**config.mk**
```make
export PLATFORM = sky130hd
export DESIGN_NAME = vram_arbiter
export DESIGN_NICKNAME = d
export VERILOG_FILES = /design/src/rtl/vram_arbiter.sv
export SDC_FILE = /design/constraint.sdc
export NUM_CORES = 1
export LEC_CHECK = 0
export CORE_ASPECT_RATIO = 1.2
export CORE_MARGIN = 3
export CORE_UTILIZATION = 25
export DETAILED_ROUTE_END_ITERATION = 10
export PLACE_DENSITY = 0.59
export SYNTH_ARGS = -nofsm -noshare
export SYNTH_HDL_FRONTEND = slang
export SYNTH_SLANG_ARGS = --single-unit
```
**constraint.sdc**
```tcl
create_clock -name clk_vram -period 2.9 [get_ports clk_vram]
set_input_delay 0.87 -clock clk_vram [delete_from_list [all_inputs] [get_ports clk_vram]]
set_output_delay 0.87 -clock clk_vram [all_outputs]
set_load 0.01 [all_outputs]
```
**src/rtl/vram_arbiter.sv**
```systemverilog
// vram_arbiter: shares one single-port video RAM between the VGA fetcher,
// the HDMI fetcher and the CPU. It issues at most one RAM access per cycle.
// Read results come back on a shared registered bus, and per-owner valid
// pulses say which requester each result belongs to. cpu_stall lets the
// clock block model ULA-style contention.
module vram_arbiter #(
    parameter int AW           = 13,
    parameter int DW           = 8,
    parameter int RD_LAT       = 1,
    parameter int CPU_MAX_WAIT = 4
) (
    input  logic          clk_vram,
    input  logic          reset,
    input  logic          vga_req,
    input  logic [AW-1:0] vga_addr,
    output logic          vga_ack,
    output logic          vga_rvalid,
    input  logic          hdmi_req,
    input  logic [AW-1:0] hdmi_addr,
    output logic          hdmi_ack,
    output logic          hdmi_rvalid,
    input  logic          cpu_req,
    input  logic          cpu_we,
    input  logic [AW-1:0] cpu_addr,
    input  logic [DW-1:0] cpu_wdata,
    output logic          cpu_ack,
    output logic          cpu_rvalid,
    output logic          cpu_stall,
    output logic [DW-1:0] rd_data,
    output logic [AW-1:0] ram_addr,
    output logic [DW-1:0] ram_wdata,
    output logic          ram_we,
    input  logic [DW-1:0] ram_rdata
);

    localparam int WCW = $clog2(CPU_MAX_WAIT + 1);

    typedef enum logic [1:0] {
        OWN_NONE = 2'd0,
        OWN_VGA  = 2'd1,
        OWN_HDMI = 2'd2,
        OWN_CPU  = 2'd3
    } owner_t;

    owner_t          grant;
    owner_t          issue_tag;
    owner_t          rr_last;
    owner_t          tag_p [RD_LAT];
    logic            cpu_force;
    logic [WCW-1:0]  wait_cnt;
    logic [AW-1:0]   addr_hold;

    // Pick this cycle's winner: a starved CPU first, then video round-robin,
    // then the CPU. Nothing is granted while reset is held.
    always_comb begin
        grant     = OWN_NONE;
        cpu_force = cpu_req && (wait_cnt == WCW'(CPU_MAX_WAIT));
        if (reset) begin
            grant = OWN_NONE;
        end else if (cpu_force) begin
            grant = OWN_CPU;
        end else if (vga_req && hdmi_req) begin
            grant = (rr_last == OWN_HDMI) ? OWN_VGA : OWN_HDMI;
        end else if (vga_req) begin
            grant = OWN_VGA;
        end else if (hdmi_req) begin
            grant = OWN_HDMI;
        end else if (cpu_req) begin
            grant = OWN_CPU;
        end
    end

    assign vga_ack  = (grant == OWN_VGA);
    assign hdmi_ack = (grant == OWN_HDMI);
    assign cpu_ack  = (grant == OWN_CPU);

    // Route the winner to the RAM port. When nobody wins, the address stays
    // where it was, which keeps the address bus quiet.
    always_comb begin
        ram_addr  = addr_hold;
        ram_wdata = cpu_wdata;
        ram_we    = 1'b0;
        issue_tag = grant;
        case (grant)
            OWN_VGA:  ram_addr = vga_addr;
            OWN_HDMI: ram_addr = hdmi_addr;
            OWN_CPU: begin
                ram_addr = cpu_addr;
                ram_we   = cpu_we;
                if (cpu_we) begin
                    issue_tag = OWN_NONE;
                end
            end
            default: ram_addr = addr_hold;
        endcase
    end

    // Arbitration state: round-robin pointer, CPU starvation counter, stall
    // flag and the held RAM address.
    always_ff @(posedge clk_vram) begin
        if (reset) begin
            rr_last   <= OWN_HDMI;
            wait_cnt  <= '0;
            cpu_stall <= 1'b0;
            addr_hold <= '0;
        end else begin
            addr_hold <= ram_addr;
            cpu_stall <= cpu_req & ~cpu_ack;
            if (vga_req && hdmi_req && !cpu_force) begin
                rr_last <= grant;
            end
            if (!cpu_req || cpu_ack) begin
                wait_cnt <= '0;
            end else if (wait_cnt != WCW'(CPU_MAX_WAIT)) begin
                wait_cnt <= wait_cnt + WCW'(1);
            end
        end
    end

    // Stage p0..p(RD_LAT-1): owner tags move alongside the RAM read latency.
    always_ff @(posedge clk_vram) begin
        if (reset) begin
            for (int i = 0; i < RD_LAT; i++) begin
                tag_p[i] <= OWN_NONE;
            end
        end else begin
            tag_p[0] <= issue_tag;
            for (int i = 1; i < RD_LAT; i++) begin
                tag_p[i] <= tag_p[i-1];
            end
        end
    end

    // Final stage: capture RAM data and pulse the valid for the owner whose
    // tag has just come out of the pipeline.
    always_ff @(posedge clk_vram) begin
        if (reset) begin
            vga_rvalid  <= 1'b0;
            hdmi_rvalid <= 1'b0;
            cpu_rvalid  <= 1'b0;
            rd_data     <= '0;
        end else begin
            vga_rvalid  <= (tag_p[RD_LAT-1] == OWN_VGA);
            hdmi_rvalid <= (tag_p[RD_LAT-1] == OWN_HDMI);
            cpu_rvalid  <= (tag_p[RD_LAT-1] == OWN_CPU);
            if (tag_p[RD_LAT-1] != OWN_NONE) begin
                rd_data <= ram_rdata;
            end
        end
    end

endmodule

```
# Yosys cells after proc, flatten, opt, wreduce, memory -nomap -nowiden
# Memory sizes are Yosys's and may differ from the RTL's.
# Index checks and enable logic that the tools add are counted.
# word_totals
reg_bits	30
latch_bits	0
ramBits	2
rom_bits	0
in_bits	61
out_inout_bits	37
elab_cells	46
n_memories	1
# classes
add_sub_neg	1
multipliers	0
div	0
order_cmp	0
n_eq_ne	9
shift	0
n_mux	16
bitwise_logic	2
n_reduce_logical	9
# memory_table
name	depth	width	read_ports	rd_ports_with_merged_regs	write_ports	line_no	rtl
tag_p	1	2	1	0	1	48	owner_t tag_p [RD_LAT];
# ops
op	n
$pmux W13 S3	1
$mux W2	10
$eq A2 B2 Y1 const B	5
$mux W1	5
$eq A2 B1 Y1 const B	2
$reduce_or A2 Y1	2
$add A3 B1 Y3 const B	1
$eq A3 B3 Y1 const B	1
$logic_and A1 B1 Y1	3
$ne A3 B3 Y1 const B	1
$logic_not A1 Y1	2
$reduce_bool A2 Y1	1
$and A1 B1 Y1	1
$logic_or A1 B1 Y1	1
$not A1 Y1	1

# Logic depth before layout (Yosys ltp)
# logic_depth
ltp_word	9
mapped_depth	7

# Worst setup path before layout
# No wires, ideal clock.
# synth_timing
path_kind	input-to-output
startpoint	in vga_req
endpoint	out ram_addr[11]
t_arrival_ns	1.864
slack_ns	0.166
stages	6
path_buffers	2
path_cell_list	buf_4 inv_1 a21o_1 buf_4 o221ai_1 o21a_1
# synth_between
elab_chain_cells	6
elab_cells_between_ends	9
classes_between	eq/ne (3); mux (5); reduce/logical (1)
# synth_lines
item	line_no	rtl
start, declared	14	input logic vga_req,
$mux W2 / $logic_and A1 B1 Y1 (equally long branches)	64, 62	
$mux W2 *	62	end else if (vga_req && hdmi_req) begin
$mux W2 *	60	end else if (cpu_force) begin
$mux W2 *	58	if (reset) begin
$eq A2 B2 Y1 / $eq A2 B1 Y1 (equally long branches)	84	case (grant)
$pmux W13 S3 *	84	
end, declared	30	output logic [AW-1:0] ram_addr,
# Mark *: on every way between the ends. The rest lies on a longest branch, timed or not.

# Worst setup path in the final report
# layout_timing
startpoint	in cpu_req
endpoint	out ram_addr[5]
# layout_between
elab_chain_cells	8
elab_cells_between_ends	11
classes_between	eq/ne (3); mux (7); reduce/logical (1)
# layout_lines
item	line_no	rtl
start, declared	22	input logic cpu_req,
$mux W2	68	end else if (cpu_req) begin
$mux W2	66	end else if (hdmi_req) begin
$mux W2	64	end else if (vga_req) begin
$mux W2	62	
$mux W2 *	60	
$mux W2 *	58	
$eq A2 B2 Y1 / $eq A2 B1 Y1 (equally long branches)	84	
$pmux W13 S3 *	84	
# Marked as above.

==> flow_summary.ini <==
[run_status]
status = completed

[logic_synthesis]
synth_edf_count = 0
netlist_area_um2 = 1860
seq_area_frac_synth_pct = 34.5
ys.flop_type = dfxtp_1
synthArstFlopShare_pct = 0
syn_avg_cell_area_um2 = 8.55
synthCells = 217
ys_warn_count = 0
synth_cell_types = 35
synth_nets = 280
synth_seq_cells = 32

[place]
place_inst = 397
placed_area_um2 = 2930
gp_congestion = 0.807
port_buffers = 81
hpwl_mm = 4.64

[final_layout]
nFillCells = 681
stdcell_area_um2 = 3340
layout_common_cells = 60 x clkdlybuf4s50_1, 43 x buf_4, 32 x dfxtp_1
antenna_cells = 0
drive_gt1_share_pct = 35.3
post-route-util_pct = 47.6
area_growth_syn_to_layout_pct = 80.0
finalNonFillerCells = 421
layout_commonest_cell = clkdlybuf4s50_1
nets = 396

[power]
internal_power_mw = 0.971
p_sw_mw = 0.389
p_sw_share_pct = 28.6
irDropWorstVdd_mv = 0.181
cellLeakagePower_nw = 1.36
combPwrFrac_pct = 31.7
power_mw = 1.36
p_seq_share_pct = 36.3
clock_power_share_pct = 32.0
power_density_nw_per_um2 = 407

[critical_path]
rr_worst_depth = 11
worstReg2RegEnd = addr_hold[2]
cp.arrival_ps = 2020
worstReg2RegStart = wait_cnt[0]
crit_path_start_kind = input pin
path_class = in -> out
critPathCapture = ram_addr[5]
cp_max_fo = 4
required_ps = 2030
startpoint = cpu_req
r2r_slack_ps = 1010
end_kind = output port

[floorplanning]
initial_core_util_pct = 26.4
die_w_um = 84.6
core-area_um2 = 7020
io_pins = 98
fp-row-count = 33
die_h_um = 100
die-area_um2 = 8500

[clocking]
clk_pin_slew_ps = 70
cts_buffers = 5
hold_buffers = 0
clock_latency_ps = 290
clockBufferDepth = 2
clockRootBuffer = clkbuf_8
cts_tree = built
cts.sinks = 32
htreeDepth = 2

[global_route]
globalRouteOverflowTotal = 0
grt_max_degree = 16
groute.usage.overall_pct = 15.2
grt_antenna_before_repair = 0
grt_pass1_vias = 2086
grt_pass1_wl_mm = 10.5

[sta]
period_share_pct = 99.8
fin_skew_ps = 5.39
hold_viol_final = 0
slew_viol_final = 0
fmax_ghz = 0.345
whs_ps = 451
worst_slew_pin_slew_ps = 519
rsz0062_at_grt = yes
layout_min_cycle_time_ps = 2890
setup_viol = 0
relSlewSlack_pct = 65.4

[routing]
post-route-drc-count = 0
drt_first_pass_iters = 4
routed_wl_mm = 6.66
vias = 2142
drtIter0Drc = 66
drtAntennaViolNets = 0
wl_per_cell_um = 15.8
via_per_inst = 5.09

[min_path]
min_path_type = reg -> reg

[job]
maxCapViolCount = 0
metal layers:
| metal | global-route usage (%) | vias to the layer above | part of all wire [%] |
|---|---|---|---|
| li1 | - | 1035 | - |
| met1 | 18.0 | 1019 | 42 |
| met2 | 27.3 | 83 | 51 |
| met3 | 3.78 | 5 | 6.9 |
| met4 | 3.78 | 0 | 0.81 |
| met5 | 0 | - | 0 |
worst max-delay path: stages:
cell	delay (ps)
buf_8	100
and3_1	200
a22oi_4	300
buf_6	150
o221ai_2	90
a41oi_2	150
buf_2	160
cells by family after synthesis:
group | share of synthesized area, %
muxes | 1.08
and+or+nand+nor | 16.8
adders and majority gates | 1.35
buffers and inverters | 9.51
DFF | 34.5
AOI/OAI and AO/OA | 36.8
state kept, by name (all words and copies together), names as in the netlist:
register,count
vga_rvalid,1
cpu_stall,1
tag_p,2
wait_cnt,3
cpu_rvalid,1
hdmi_rvalid,1
rd_data,8
rr_last,2
addr_hold,13
what timing repair did:
item / in CTS / in global routing
endpoints found under the setup margin: 17 / 14
pin swaps: 14 / 12
gates resized for setup: 94 / 25
buffers inserted: 14 / 3
gates cloned: 1 / 0
final cells by class:
class                   count  area, um^2  area share (%)
flip-flops and latches     32         641            19.2
clock inverters             3        42.5            1.27
inverters                   5        18.8           0.562
multi-input cells         152        1220            36.5
well taps                  87         109            3.26
repair buffers            137        1240            37.2
clock buffers               5        68.8            2.06
cell usage after synthesis (all sizes together) (2+ instances only):
cell	instances	share of area, %
a31oi	23	7.8
mux2i	2	1.1
and2	2	0.67
o21ai	14	3.8
nor3b	2	0.81
o211a	8	4.3
and3	4	1.3
nand2	30	6.1
dfxtp	32	35
buf	18	6.5
nand3b	2	1.0
o21a	8	3.2
a41oi	5	4.4
nor2	14	2.8
nor3	4	1.7
inv	5	1.0
o221ai	13	8.8
clkbuf	10	2.0
nand3	2	0.54
a21oi	9	2.4
ha	2	1.3
worst min-delay path by stage:
stage / slack, ps / cells after the start / start / to
floorplan: 430 / 1 / wait_cnt[0] / wait_cnt[0]
global placement: 440 / 2 / rd_data[0] / rd_data[0]
detailed placement: 440 / 2 / rd_data[0] / rd_data[0]
CTS: 460 / 2 / rd_data[0] / rd_data[0]
global route: 460 / 2 / rd_data[0] / rd_data[0]
finish: 450 / 2 / rd_data[6] / rd_data[6]
metrics by stage:
stage | worst slack, ps | setup TNS [ps]
global route | -72.3 | -494
finish | 5.53 | 0
detailed placement | -923 | -14150
CTS | -113 | -638
floorplan | 166 | 0
global placement | -904 | -13850
power by group through the flow:
| stage | Clock (mW) | Sequential, mW | Combinational, mW |
|---|---|---|---|
| after floorplan | 0 | 0.500 | 0.177 |
| after global placement | 0 | 0.501 | 0.381 |
| after detailed placement | 0 | 0.502 | 0.385 |
| after CTS | 0.447 | 0.492 | 0.411 |
| after global routing | 0.457 | 0.498 | 0.465 |
| final | 0.435 | 0.494 | 0.431 |
Power figures use the tool's default switching activity.
